==> config.mk <==
export PLATFORM = sky130hd
export DESIGN_NAME = hdb3_decoder
export DESIGN_NICKNAME = d
export VERILOG_FILES = /design/src/rtl/hdb3_decoder.sv
export SDC_FILE = /design/constraint.sdc
export NUM_CORES = 1
export LEC_CHECK = 0
export CORE_MARGIN = 1.5
export CORE_UTILIZATION = 30
export DETAILED_ROUTE_END_ITERATION = 10
export PLACE_DENSITY = 0.57
export SYNTH_ARGS = -nofsm -noshare
export SYNTH_HDL_FRONTEND = slang
export SYNTH_SLANG_ARGS = --single-unit
==> constraint.sdc <==
create_clock -name i_clk -period 2.05 [get_ports i_clk]
set_clock_uncertainty 0.1 [all_clocks]
set_input_delay 0.5125 -clock i_clk [delete_from_list [all_inputs] [get_ports i_clk]]
set_output_delay 0.5125 -clock i_clk [all_outputs]
set_load 0.05 [all_outputs]
==> src/rtl/hdb3_decoder.sv <==
// HDB3 two-rail to NRZ decoder with V-detection, substitution removal and line-code error flags.
// Latency 3 symbol clocks to o_data; no backpressure, one symbol accepted on every i_clk edge.
module hdb3_decoder #(
  parameter int ERR_CNT_W = 16
) (
  input  logic                 i_clk,
  input  logic                 i_rst_n,
  input  logic                 i_p,
  input  logic                 i_n,
  input  logic                 i_cnt_clr,
  output logic                 o_data,
  output logic [2:0]           o_err,
  output logic [ERR_CNT_W-1:0] o_err_cnt
);

  logic       have_pol, last_pol;
  logic       have_v, last_v_pol;
  logic [3:0] sr;
  logic [2:0] run_cnt;

  logic       sym_pos, sym_neg, sym_ill, sym_pulse, sym_pol;
  logic       is_v, is_mark;
  logic       have_pol_nxt, last_pol_nxt, have_v_nxt, last_v_pol_nxt;
  logic [3:0] sr_nxt;
  logic [2:0] run_cnt_nxt;
  logic [2:0] err_nxt;
  logic [ERR_CNT_W-1:0] cnt_nxt;

  // Polarity encoding: 1 = positive pulse, 0 = negative pulse.
  assign sym_pos   = i_p & ~i_n;
  assign sym_neg   = i_n & ~i_p;
  assign sym_ill   = i_p & i_n;
  assign sym_pulse = sym_pos | sym_neg;
  assign sym_pol   = sym_pos;

  assign is_v    = sym_pulse & have_pol & (sym_pol == last_pol);
  assign is_mark = sym_pulse & ~is_v;

  always_comb begin
    have_pol_nxt   = have_pol;
    last_pol_nxt   = last_pol;
    have_v_nxt     = have_v;
    last_v_pol_nxt = last_v_pol;
    sr_nxt         = {sr[2:0], is_mark};
    run_cnt_nxt    = run_cnt;
    err_nxt        = 3'b000;
    cnt_nxt        = o_err_cnt;

    if (sym_pulse) begin
      have_pol_nxt = 1'b1;
      last_pol_nxt = sym_pol;
    end

    // A V zeroes itself and the three symbols before it, covering both 000V and B00V.
    if (is_v) begin
      sr_nxt         = 4'b0000;
      have_v_nxt     = 1'b1;
      last_v_pol_nxt = sym_pol;
      if (have_v && (sym_pol == last_v_pol))
        err_nxt[1] = 1'b1;
    end

    if (sym_pulse) begin
      run_cnt_nxt = 3'd0;
    end else if (have_pol) begin
      if (run_cnt != 3'd7)
        run_cnt_nxt = run_cnt + 3'd1;
      if (run_cnt == 3'd3)
        err_nxt[2] = 1'b1;
    end

    err_nxt[0] = sym_ill;

    if (i_cnt_clr)
      cnt_nxt = '0;
    else if ((|err_nxt) && (o_err_cnt != {ERR_CNT_W{1'b1}}))
      cnt_nxt = o_err_cnt + ERR_CNT_W'(1);
  end

  always_ff @(posedge i_clk or negedge i_rst_n) begin
    if (!i_rst_n) begin
      have_pol   <= 1'b0;
      last_pol   <= 1'b0;
      have_v     <= 1'b0;
      last_v_pol <= 1'b0;
      sr         <= 4'b0000;
      run_cnt    <= 3'd0;
      o_err      <= 3'b000;
      o_err_cnt  <= '0;
    end else begin
      have_pol   <= have_pol_nxt;
      last_pol   <= last_pol_nxt;
      have_v     <= have_v_nxt;
      last_v_pol <= last_v_pol_nxt;
      sr         <= sr_nxt;
      run_cnt    <= run_cnt_nxt;
      o_err      <= err_nxt;
      o_err_cnt  <= cnt_nxt;
    end
  end

  assign o_data = sr[3];

endmodule

-- Word level (Yosys, flattened, before mapping)
Index checks and enable logic that the tools add are counted.
- add/subtract/negate cells: 2
- equality and inequality tests: 5
- muxes and demuxes: 11
- bitwise operators: 10
- reduce and logical (&&, ||, !) cells: 7
- operators with widths (operator ; number):
    $mux 16 ; 2
    $add 16x1->16 const B ; 1
    $ne 16x16->1 const B ; 1
    $mux 3 ; 3
    $and 1x1->1 ; 6
    $reduce_bool 2->1 ; 3
    $mux 1 ; 5
    $mux 4 ; 1
    $add 3x1->3 const B ; 1
    $eq 3x2->1 const B ; 1
    $ne 3x3->1 const B ; 1
    $not 1->1 ; 3
    $reduce_or 3->1 ; 1
    $eq 1x1->1 ; 2
    $logic_and 1x1->1 ; 2
    $reduce_and 2->1 ; 1
    $or 1x1->1 ; 1
- flip-flop bits (word level): 30
- bits of input ports: 5
- output and inout bits: 20
- word-level logic and storage cells: 43

-- Longest topological paths before layout
Gate-level depths: netlist of the first run.
- depth after elaboration: 10
- gate-level depth with buffers: 9
- gate-level depth less buffers: 7

-- Least setup slack after synthesis of the first run
No wires, ideal clock.
- kind: input to register
- from: input port i_n
- to: register o_err_cnt[1]
- setup time: 0.132 ns
- arrival time: 2.086 ns
- data required time: 1.818 ns
- slack: -0.267 ns
- stages on the path: 9
- path buffers: 2
- cell sequence: inv_1 ha_1 and3_1 or2_2 o22ai_4 buf_6 buf_2 mux2i_1 nor2_1
- elaborated cells on any way between the ends: 16
- classes of those cells: 2 x eq/ne; 3 x mux; 7 x bitwise; 4 x reduce/logical
- RTL lines (what ; RTL line ; text):
    start, declared ; 9 ; input logic i_n,
    $not 1->1 ; 30 ; assign sym_pos = i_p & ~i_n;
    $and 1x1->1 ; 30 ;
    $or 1x1->1 (*) ; 33 ; assign sym_pulse = sym_pos | sym_neg;
    $mux 1 (*) ; 63 ; if (sym_pulse) begin
    named net err_nxt[2] ; 26 ; logic [2:0] err_nxt;
    $reduce_or 3->1 (*) ; 76 ; else if ((|err_nxt) && (o_err_cnt != {ERR_CNT_W{1'b1}}))
    $logic_and 1x1->1 (*) ; 76 ;
    $reduce_bool 2->1 (no source line) (*) ; -- ;
    end signal, assigned ; 98 ; o_err_cnt <= cnt_nxt;
    end, declared ; 13 ; output logic [ERR_CNT_W-1:0] o_err_cnt
The timed path passes the listed nets; every way through them passes the cells marked *.
A chain may end at the register's enable or synchronous reset.

-- Worst setup path in the final report of the first run
- from: register run_cnt[0]
- to: register o_err_cnt[14]
- cells in the longest elaborated chain, start to end: 7
- ends and longest elaborated chain (what ; RTL line ; text):
    start, declared ; 19 ; logic [2:0] run_cnt;
    start signal, assigned ; 96 ; run_cnt <= run_cnt_nxt;
    $eq 3x2->1 ; 68 ; if (run_cnt == 3'd3)
    $mux 1 ; 68 ;
    $mux 1 ; 65 ; end else if (have_pol) begin
    $mux 1 ; 63 ;
    named net err_nxt[2] ; 26 ;
    $reduce_or 3->1 ; 76 ;
    $logic_and 1x1->1 ; 76 ;
    $reduce_bool 2->1 (no source line) ; -- ;
The timed path passes the listed nets, and every way through them passes these cells.

==> results.py, run 1 <==
metrics = {
    "worst_setup_path": {
        "cp.arrival_ns": 2.06,
        "cp-end-kind": "flop",
        "startpoint_type": "flop",
        "critPathKind": "flop to flop",
        "worst-path-max-fanout": 5,
        "cp.required_ns": 2.13,
        "ff2ff_path_depth": 8,
    },
    "timing": {
        "timing.final.crit_share_pct": 96.9,
        "tns_ns": 0,
        "layout_setup_ws_ns": 0.0639,
        "tightest_slew_ns": 0.386,
        "relSlewSlack_pct": 74.3,
        "hold_viol_final": 0,
        "setup_viol_count_final": 0,
        "min_period_ns": 1.99,
        "clock.fmax_mhz": 504,
        "rsz0062_at_grt": "yes",
        "whs_ns": 0.357,
        "slew_viol_final": 0,
    },
    "power_and_ir_drop": {
        "swShare_pct": 30.0,
        "seq_power_share_pct": 43.1,
        "power_density_nw_per_um2": 749,
        "intPower_mw": 1.08,
        "clockPowerShare_pct": 31.9,
        "p_switching_uw": 462,
        "p_comb_share_pct": 25.0,
        "leakage_nw": 0.938,
        "irDropWorstVdd_v": 0.000455,
    },
    "worst_hold_path": {
        "min_path_type": "flop to flop",
        "hold_path_depth": 1,
    },
    "yosys": {
        "yosys.cell_types.count": 33,
        "synth_warnings": 0,
        "synthCells": 135,
        "synth-seq-area-share_pct": 51.5,
        "synth_edf_count": 0,
        "async_flop_share_pct": 100,
        "synthTopCellsByArea": "dfrtp_1 51%, ha_1 5.1%, or3_1 3.9%, o21ai_0 3.8%, a21oi_1 3.4%",
        "synth_top_area_share_pct": 51.5,
        "avgSynthCellArea_sq_um": 10.8,
        "synthFlopType": "dfrtp_1",
        "synth_top_cell_by_area": "dfrtp_1",
        "synth_seq_cells": 30,
        "syn_nets": 146,
        "synth_area_sq_um": 1460,
    },
    "floorplanning": {
        "start_util_pct": 31.1,
        "io_pins": 25,
        "die-width_um": 72.7,
        "die_h_um": 72.7,
        "rows": 25,
        "coreArea_sq_um": 4690,
        "die_area_sq_um": 5290,
    },
    "global_routing": {
        "grt_pass1_vias": 1222,
        "gr-total-overflow": 0,
        "grt_antenna_before_repair": 0,
        "global_route.usage.total_pct": 13.9,
        "grt_pass1_wl_um": 5630,
        "grt_max_degree": 31,
    },
    "drt": {
        "drc": 0,
        "wl_per_cell_um": 15.1,
        "viasPerCell": 5.22,
        "dr.pass1.iters": 4,
        "wirelength_um": 3590,
        "drt_iter0_drc": 121,
        "num_vias": 1242,
        "antenna_left": 0,
    },
    "clock_network": {
        "hold_buffers": 0,
        "cts_tree": "yes",
        "cts_buffer_depth": 2,
        "clk_pin_slew_ns": 0.07,
        "cts_htree_levels": 2,
        "clockRootBuffer": "clkbuf_8",
        "cts-buffers-inserted": 5,
        "clkLatencyLatePin_ns": 0.28,
        "cts.sink_count": 30,
    },
    "cells_and_area": {
        "fill_cells": 451,
        "final_area_sq_um": 2060,
        "fin_util_pct": 43.9,
        "drive_gt1_share_pct": 37.5,
        "area_growth_pct": 41.1,
        "nets": 194,
        "final_common_cell": "buf_4",
        "antenna_cells": 0,
        "final_cell_mix": "37 x buf_4, 29 x dfrtp_1, 9 x a21oi_1",
    },
    "placed_design": {
        "hpwl_um": 2300,
        "place_area_sq_um": 1820,
        "pre_cts_ws_ns": -0.629,
        "place.gp.congestion": 0.872,
        "port_buffers": 24,
    },
    "run": {
        "drv_cap": 0,
    },
    "outcome": {
        "status": "complete, no violations",
    },
}
[layer usage]
metal  routed length [um]  GRT usage [%]  vias to the layer above  share of wire [%]
met3                  192           4.01                        5                5.3
li1                     -              -                      588                  -
met5                    0              0                        -                  0
met2                 1880           22.5                       37                 52
met4                   49           5.66                        0                1.4
met1                 1480           17.4                      612                 41
[worst max-delay path, cell delays in order (launching register included)]
cell and delay [ns]:
dfrtp_1 0.38, ha_2 0.21, ha_4 0.15, and3_4 0.16
or2_4 0.30, buf_6 0.15, o2111ai_4 0.20, xor2_1 0.18
nor2_1 0.06
[power by group through the flow]
stage          clock network (mW)  logic (mW)  registers [mW]
6_report                    0.492       0.385           0.664
3_3_place_gp                    0       0.305           0.673
4_1_cts                     0.503       0.350           0.665
3_5_place_dp                    0       0.316           0.675
2_1_floorplan                   0       0.151           0.729
5_1_grt                     0.531       0.416           0.670
[flip-flops by register name (all words and copies together) (netlist names)]
register and flops:
have_pol 1, sr 4, have_v 1, last_pol 1, o_err_cnt 16, last_v_pol 1, o_err 3, run_cnt 3
[area by class of cell]
| cell class | instances | area [sq um] | share of cell area [%] |
|---|---|---|---|
| multi-input combinational | 101 | 805 | 39.1 |
| inverter | 3 | 11.3 | 0.547 |
| sequential | 30 | 752 | 36.5 |
| clock inverter | 1 | 5.00 | 0.243 |
| timing repair buffer | 42 | 332 | 16.1 |
| tap | 54 | 67.6 | 3.28 |
| clock buffer | 7 | 86.3 | 4.19 |
[timing repair]
| item | 4_1_cts | 5_1_grt |
|---|---|---|
| resized for setup | 17 | 13 |
| cloned | 2 | 1 |
| setup endpoints to repair | 16 | 14 |
| pin swaps | 4 | 10 |
| setup buffers | 1 | 3 |
[cells in the mapped netlist, types with 2 or more instances]
library cell   n
a21oi_1       10
and2_1         5
and3_1         7
dfrtp_1       30
ha_1           6
inv_1          3
mux2_2         2
mux2i_1        2
nand2_1        2
nand2b_1       3
nand3_1       10
nand3b_1       2
nand4_1        2
nor2_1         6
nor2b_1        4
o2111ai_1      2
o21ai_0       11
or3_1          9
xor2_1         5
[stage by stage]
stage	instances	total power [mW]
final	238	1.54
after global placement	223	0.978
after global routing	238	1.62
after CTS	234	1.52
after floorplan	135	0.880
after detailed placement	223	0.991
[path summary, 6_finish.rpt]
path | from | to | slack [ns]
worst max-delay path | run_cnt[0]$_DFFE_PN0P_ | o_err_cnt[14]$_DFFE_PN0P_ | 0.06
worst min-delay path | sr[2]$_DFF_PN0_ | sr[3]$_DFF_PN0_ | 0.36
worst max register to register | run_cnt[0]$_DFFE_PN0P_ | o_err_cnt[14]$_DFFE_PN0P_ | 0.06
worst min register to register | sr[2]$_DFF_PN0_ | sr[3]$_DFF_PN0_ | 0.36
max in group asynchronous | i_rst_n | o_err_cnt[0]$_DFFE_PN0P_ | 1.03
min in group asynchronous | i_rst_n | o_err_cnt[7]$_DFFE_PN0P_ | 0.52
[cell families (layout without fill, tap and decap cells)]
| family | after synthesis | in the layout | share of synthesized area (%) |
|---|---|---|---|
| AO/OA/AOI/OAI | 27 | 30 | 12.1 |
| XOR/XNOR | 6 | 6 | 3.60 |
| adder cells (fa/ha/maj) | 6 | 6 | 5.15 |
| buffers and inverters | 7 | 53 | 2.40 |
| flip-flops | 30 | 30 | 51.5 |
| multiplexers | 4 | 4 | 2.92 |
| AND/OR/NAND/NOR | 55 | 55 | 22.4 |
Power figures use the tool's default switching activity.
==> inputs of run 2 (changes only) <==
--- a/config.mk
+++ b/config.mk
@@ -6,9 +6,9 @@
 export NUM_CORES = 1
 export LEC_CHECK = 0
 export CORE_MARGIN = 1.5
-export CORE_UTILIZATION = 30
+export CORE_UTILIZATION = 47
 export DETAILED_ROUTE_END_ITERATION = 10
-export PLACE_DENSITY = 0.57
+export PLACE_DENSITY = 0.8
 export SYNTH_ARGS = -nofsm -noshare
 export SYNTH_HDL_FRONTEND = slang
 export SYNTH_SLANG_ARGS = --single-unit
==> results.py, run 2 (synthesis gave the netlist of run 1 again) <==
metrics = {
    "timing": {
        "min_period_ns": 2.06,
        "slew_viol_final": 0,
        "clock.fmax_mhz": 485,
        "tns_ns": -0.0120,
        "relSlewSlack_pct": 72.7,
        "rsz0062_at_grt": "yes",
        "tightest_slew_ns": 0.409,
        "hold_viol_final": 0,
        "layout_setup_ws_ns": -0.0120,
        "setup_viol_count_final": 1,
        "timing.final.crit_share_pct": 101,
    },
    "worst_hold_path": {
        "min_path_type": "flop to flop",
        "hp-start": "sr[2]$_DFF_PN0_",
    },
    "worst_setup_path": {
        "cp-end-kind": "flop",
        "cp.required_ns": 2.17,
        "startpoint_type": "flop",
        "worst-path-max-fanout": 5,
        "crit_start": "run_cnt[1]$_DFFE_PN0P_",
        "cp.arrival_ns": 2.19,
        "regToRegSetupSlack_ns": -0.01,
        "critPathKind": "flop to flop",
        "r2r_start": "run_cnt[1]$_DFFE_PN0P_",
    },
    "drt": {
        "antenna_left": 0,
        "dr_wl_met3_um": 170,
        "drc": 0,
        "drt_iter0_drc": 44,
        "top_layer_used": "met4",
        "viasPerCell": 5.74,
        "wirelength_um": 3470,
        "met1_length_um": 1540,
        "wl_per_cell_um": 15.8,
        "dr.pass1.iters": 4,
        "wl_met2_um": 1680,
        "num_vias": 1256,
    },
    "outcome": {
        "status": "complete, but fails checks",
        "violations": "setup timing",
    },
    "floorplanning": {
        "die_area_sq_um": 3450,
        "rows": 20,
        "coreArea_sq_um": 3000,
        "die_h_um": 58.7,
        "io_pins": 25,
        "start_util_pct": 48.6,
        "die-width_um": 58.7,
    },
    "global_routing": {
        "global_route.usage.total_pct": 22.1,
        "grt_antenna_before_repair": 0,
        "grt_pass1_vias": 1170,
        "grt_max_degree": 31,
        "grt_pass1_wl_um": 5560,
        "gr-total-overflow": 0,
    },
    "power_and_ir_drop": {
        "irDropWorstVdd_v": 0.000390,
        "power_mw": 1.41,
        "leakage_nw": 0.932,
        "power_density_nw_per_um2": 723,
    },
    "placed_design": {
        "port_buffers": 24,
        "pre_cts_ws_ns": -0.661,
        "hpwl_um": 2190,
        "placedCellCount": 202,
        "place.gp.congestion": 0.746,
    },
    "cells_and_area": {
        "largest_reg_flops": 16,
        "area_growth_pct": 33.5,
        "nets": 196,
        "drive_gt1_share_pct": 35.5,
        "antenna_cells": 0,
        "top_register": "o_err_cnt",
        "final_cells": 219,
        "final_common_cell": "buf_4",
        "largestRegisters": "o_err_cnt x16, sr x4",
        "final_cell_mix": "39 x buf_4, 29 x dfrtp_1, 10 x nand3_1, 10 x o21ai_0",
    },
    "clock_network": {
        "cts_buffer_depth": 2,
        "clkLatencyLatePin_ns": 0.33,
        "clk_pin_slew_ns": 0.09,
        "cts_tree": "yes",
        "hold_buffers": 0,
        "cts-buffers-inserted": 5,
        "clockRootBuffer": "clkbuf_4",
        "cts_htree_levels": 2,
        "cts.sink_count": 30,
    },
    "run": {
        "drv_cap": 0,
    },
}
==> run 2: critical path, cell delays in order, from the launching register on <==
cell and delay [ns]:
dfrtp_1 0.40, ha_2 0.19, ha_2 0.16, and3_4 0.16, or2_4 0.27, o22ai_4 0.25, buf_6 0.13, buf_4 0.09
xor2_1 0.13, nor2_1 0.06
==> run 2: area by class of cell <==
type	instances	area, sq um
Fill cell	230	1050
Sequential cell	30	752
Multi-Input combinational cell	100	738
Timing Repair Buffer	45	345
Clock buffer	7	55.1
Tap cell	33	41.3
Inverter	3	11.3
Clock inverter	1	5.00
==> run 2: what timing repair did <==
item / 4_1_cts / 5_1_grt
gates resized for setup: 9 / 5
setup buffers: 4 / 3
pin swaps: 4 / 8
setup endpoints to repair: 16 / 16
cloned: 2 / 0
==> run 2: final timing paths <==
path,cells after the start,endpoint
hold reg to reg,1,sr[3]$_DFF_PN0_
setup reg to reg,9,o_err_cnt[0]$_DFFE_PN0P_
setup / recovery,9,o_err_cnt[0]$_DFFE_PN0P_
hold / removal,1,sr[3]$_DFF_PN0_
max in group asynchronous,2,o_err_cnt[0]$_DFFE_PN0P_
min in group asynchronous,2,sr[2]$_DFF_PN0_
==> run 2: through the flow <==
step                      instance area (sq um)  hold WS [ns]  utilization [%]
after floorplan                            1490         0.117                -
after global placement                     1790         0.334             59.7
after detailed placement                   1790         0.343             59.7
after CTS                                  1930         0.364             64.1
after global routing                       1950         0.378             64.9
final                                      1950         0.365             64.9
==> run 2: per-layer routing <==
layer  up-vias  GRT usage (%)
li1        595              -
met1       613           28.4
met2        42           33.4
met3         6           7.25
met4         0           11.0
met5         -              0
==> run 2: where the power goes <==
part	internal, mW	switching (mW)	leakage [nW]
combinational	0.174	0.199	0.499
sequential	0.634	0.0338	0.397
clock	0.166	0.202	0.0353
==> inputs of run 3 (changes only) <==
--- a/config.mk
+++ b/config.mk
@@ -12,3 +12,4 @@
 export SYNTH_ARGS = -nofsm -noshare
 export SYNTH_HDL_FRONTEND = slang
 export SYNTH_SLANG_ARGS = --single-unit
+export TNS_END_PERCENT = 1
==> results.py, run 3 (synthesis gave the netlist of run 1 again) <==
metrics = {
    "placed_design": {
        "hpwl_um": 2100,
        "port_buffers": 24,
        "placedCellCount": 205,
        "place_area_sq_um": 1810,
        "place.gp.congestion": 0.763,
    },
    "timing": {
        "setup_viol_count_final": 0,
        "min_period_ns": 2.02,
        "relSlewSlack_pct": 75.0,
        "tns_ns": 0,
        "slew_viol_final": 0,
        "clock.fmax_mhz": 496,
        "tightest_slew_ns": 0.374,
        "timing.final.crit_share_pct": 98.4,
        "rsz0062_at_grt": "yes",
        "hold_viol_final": 0,
    },
    "floorplanning": {
        "die-width_um": 58.7,
        "coreArea_sq_um": 3000,
        "die_h_um": 58.7,
        "rows": 20,
        "start_util_pct": 48.6,
        "io_pins": 25,
        "die_area_sq_um": 3450,
    },
    "drt": {
        "wirelength_um": 3430,
        "dr.pass1.iters": 4,
        "viasPerCell": 5.79,
        "num_vias": 1267,
        "antenna_left": 0,
        "wl_per_cell_um": 15.7,
        "drc": 0,
        "drt_iter0_drc": 55,
    },
    "cells_and_area": {
        "largestRegisters": "o_err_cnt x16, sr x4",
        "largest_reg_flops": 16,
        "nets": 196,
        "area_growth_pct": 39.7,
        "antenna_cells": 0,
        "final_common_cell": "buf_4",
        "final_area_sq_um": 2040,
        "drive_gt1_share_pct": 37.1,
        "top_register": "o_err_cnt",
        "final_cells": 219,
        "final_cell_mix": "36 x buf_4, 30 x dfrtp_1, 10 x o21ai_0",
        "fill_cells": 249,
    },
    "worst_setup_path": {
        "worst-path-max-fanout": 5,
        "crit_top_cell": "buf_6",
        "crit_start": "i_n",
        "crit_chain": "buf_2 > inv_2 > ha_4 > buf_6 > nand3b_1 > a21oi_4 > buf_6 > buf_6 > nor2_1 > or3_1 > a21oi_2",
        "startpoint_type": "input pin",
        "cp-end-kind": "flop",
        "critPathMaxStageDelay_ns": 0.36,
        "r2r_start": "run_cnt[1]$_DFFE_PN0P_",
        "critPathSlowestCell": "or3_1",
        "critPathKind": "input pin to flop",
        "cp.arrival_ns": 2.18,
        "cp.required_ns": 2.21,
    },
    "power_and_ir_drop": {
        "irDropWorstVdd_v": 0.000550,
        "leakage_nw": 0.942,
        "power_density_nw_per_um2": 741,
    },
    "global_routing": {
        "grt_antenna_before_repair": 0,
        "global_route.usage.total_pct": 20.5,
        "grt_max_degree": 31,
        "grt_pass1_wl_um": 5330,
        "grt_pass1_vias": 1188,
        "gr-total-overflow": 0,
    },
    "run": {
        "drv_cap": 0,
    },
    "clock_network": {
        "cts_buffer_depth": 2,
        "clockRootBuffer": "clkbuf_4",
        "cts.sink_count": 30,
        "cts_tree": "yes",
        "clk_pin_slew_ns": 0.09,
        "cts_htree_levels": 2,
        "clkLatencyLatePin_ns": 0.32,
        "cts-buffers-inserted": 5,
    },
    "worst_hold_path": {
        "hp-start": "sr[2]$_DFF_PN0_",
        "min_path_type": "flop to flop",
    },
    "outcome": {
        "status": "complete, no violations",
    },
}
-- run 3: changes by cell type in the layout (fill, tap and decap cells not counted), moves of 2 or more --
cell	delta
buf_4	-3
buf_2	+2
buf_6	+2
clkbuf_2	-2
nand3_1	-2
o2111ai_1	-2
-- run 3: metrics by stage --
step                worst slack, ns  utilization (%)  hold WS, ns  power [mW]
finish                       0.0322             67.9        0.358        1.51
global placement             -0.610             60.3        0.333       0.972
floorplan                   -0.0537                -        0.117       0.877
global route                -0.0703             67.9        0.398        1.57
detailed placement           -0.684             60.3        0.340       0.989
CTS                        -0.00196             64.3        0.361        1.48
-- run 3: area by class of cell --
type | instances | area, sq um | area share, %
Multi-Input combinational cell | 101 | 815 | 40.0
Clock buffer | 7 | 45.0 | 2.21
Timing Repair Buffer | 44 | 345 | 16.9
Tap cell | 33 | 41.3 | 2.03
Inverter | 3 | 11.3 | 0.552
Sequential cell | 30 | 751 | 36.8
Clock inverter | 1 | 30.0 | 1.47
-- run 3: layer usage --
| layer | global-route usage (%) | up-vias | part of all wire (%) |
|---|---|---|---|
| li1 | - | 599 | - |
| met1 | 24.8 | 623 | 41 |
| met2 | 35.3 | 43 | 54 |
| met3 | 6.15 | 2 | 5.2 |
| met4 | 6.49 | 0 | 0.35 |
| met5 | 0 | - | 0 |
-- run 3: what timing repair did --
item | 4_1_cts | 5_1_grt
pin swaps | 3 | 7
resized for setup | 14 | 15
cloned | 2 | 1
hold buffers | 0 | 0
buffers inserted | 1 | 2
endpoints found under the hold margin | 0 | 0
endpoints found under the setup margin | 16 | 15
-- run 3: final timing paths --
kind	cells past startpoint	slack, ns	to
setup / recovery	11	0.03	o_err_cnt[9]$_DFFE_PN0P_
hold / removal	1	0.36	sr[3]$_DFF_PN0_
setup reg to reg	8	0.04	o_err_cnt[0]$_DFFE_PN0P_
hold reg to reg	1	0.36	sr[3]$_DFF_PN0_
max in group asynchronous	2	1.08	o_err[0]$_DFF_PN0_
min in group asynchronous	2	0.48	o_err_cnt[8]$_DFFE_PN0P_
-- run 3: worst max-delay path, delay by kind of cell --
family | cells | cell delay, ns
simple gates | 3 | 0.59
buf+inv | 5 | 0.54
compound gates | 2 | 0.32
fa+ha+maj | 1 | 0.21
-- run 3: where the power goes --
group	switching, mW	internal (mW)	total (mW)
Combinational	0.210	0.177	0.387
Clock	0.201	0.259	0.459
Sequential	0.0313	0.633	0.664
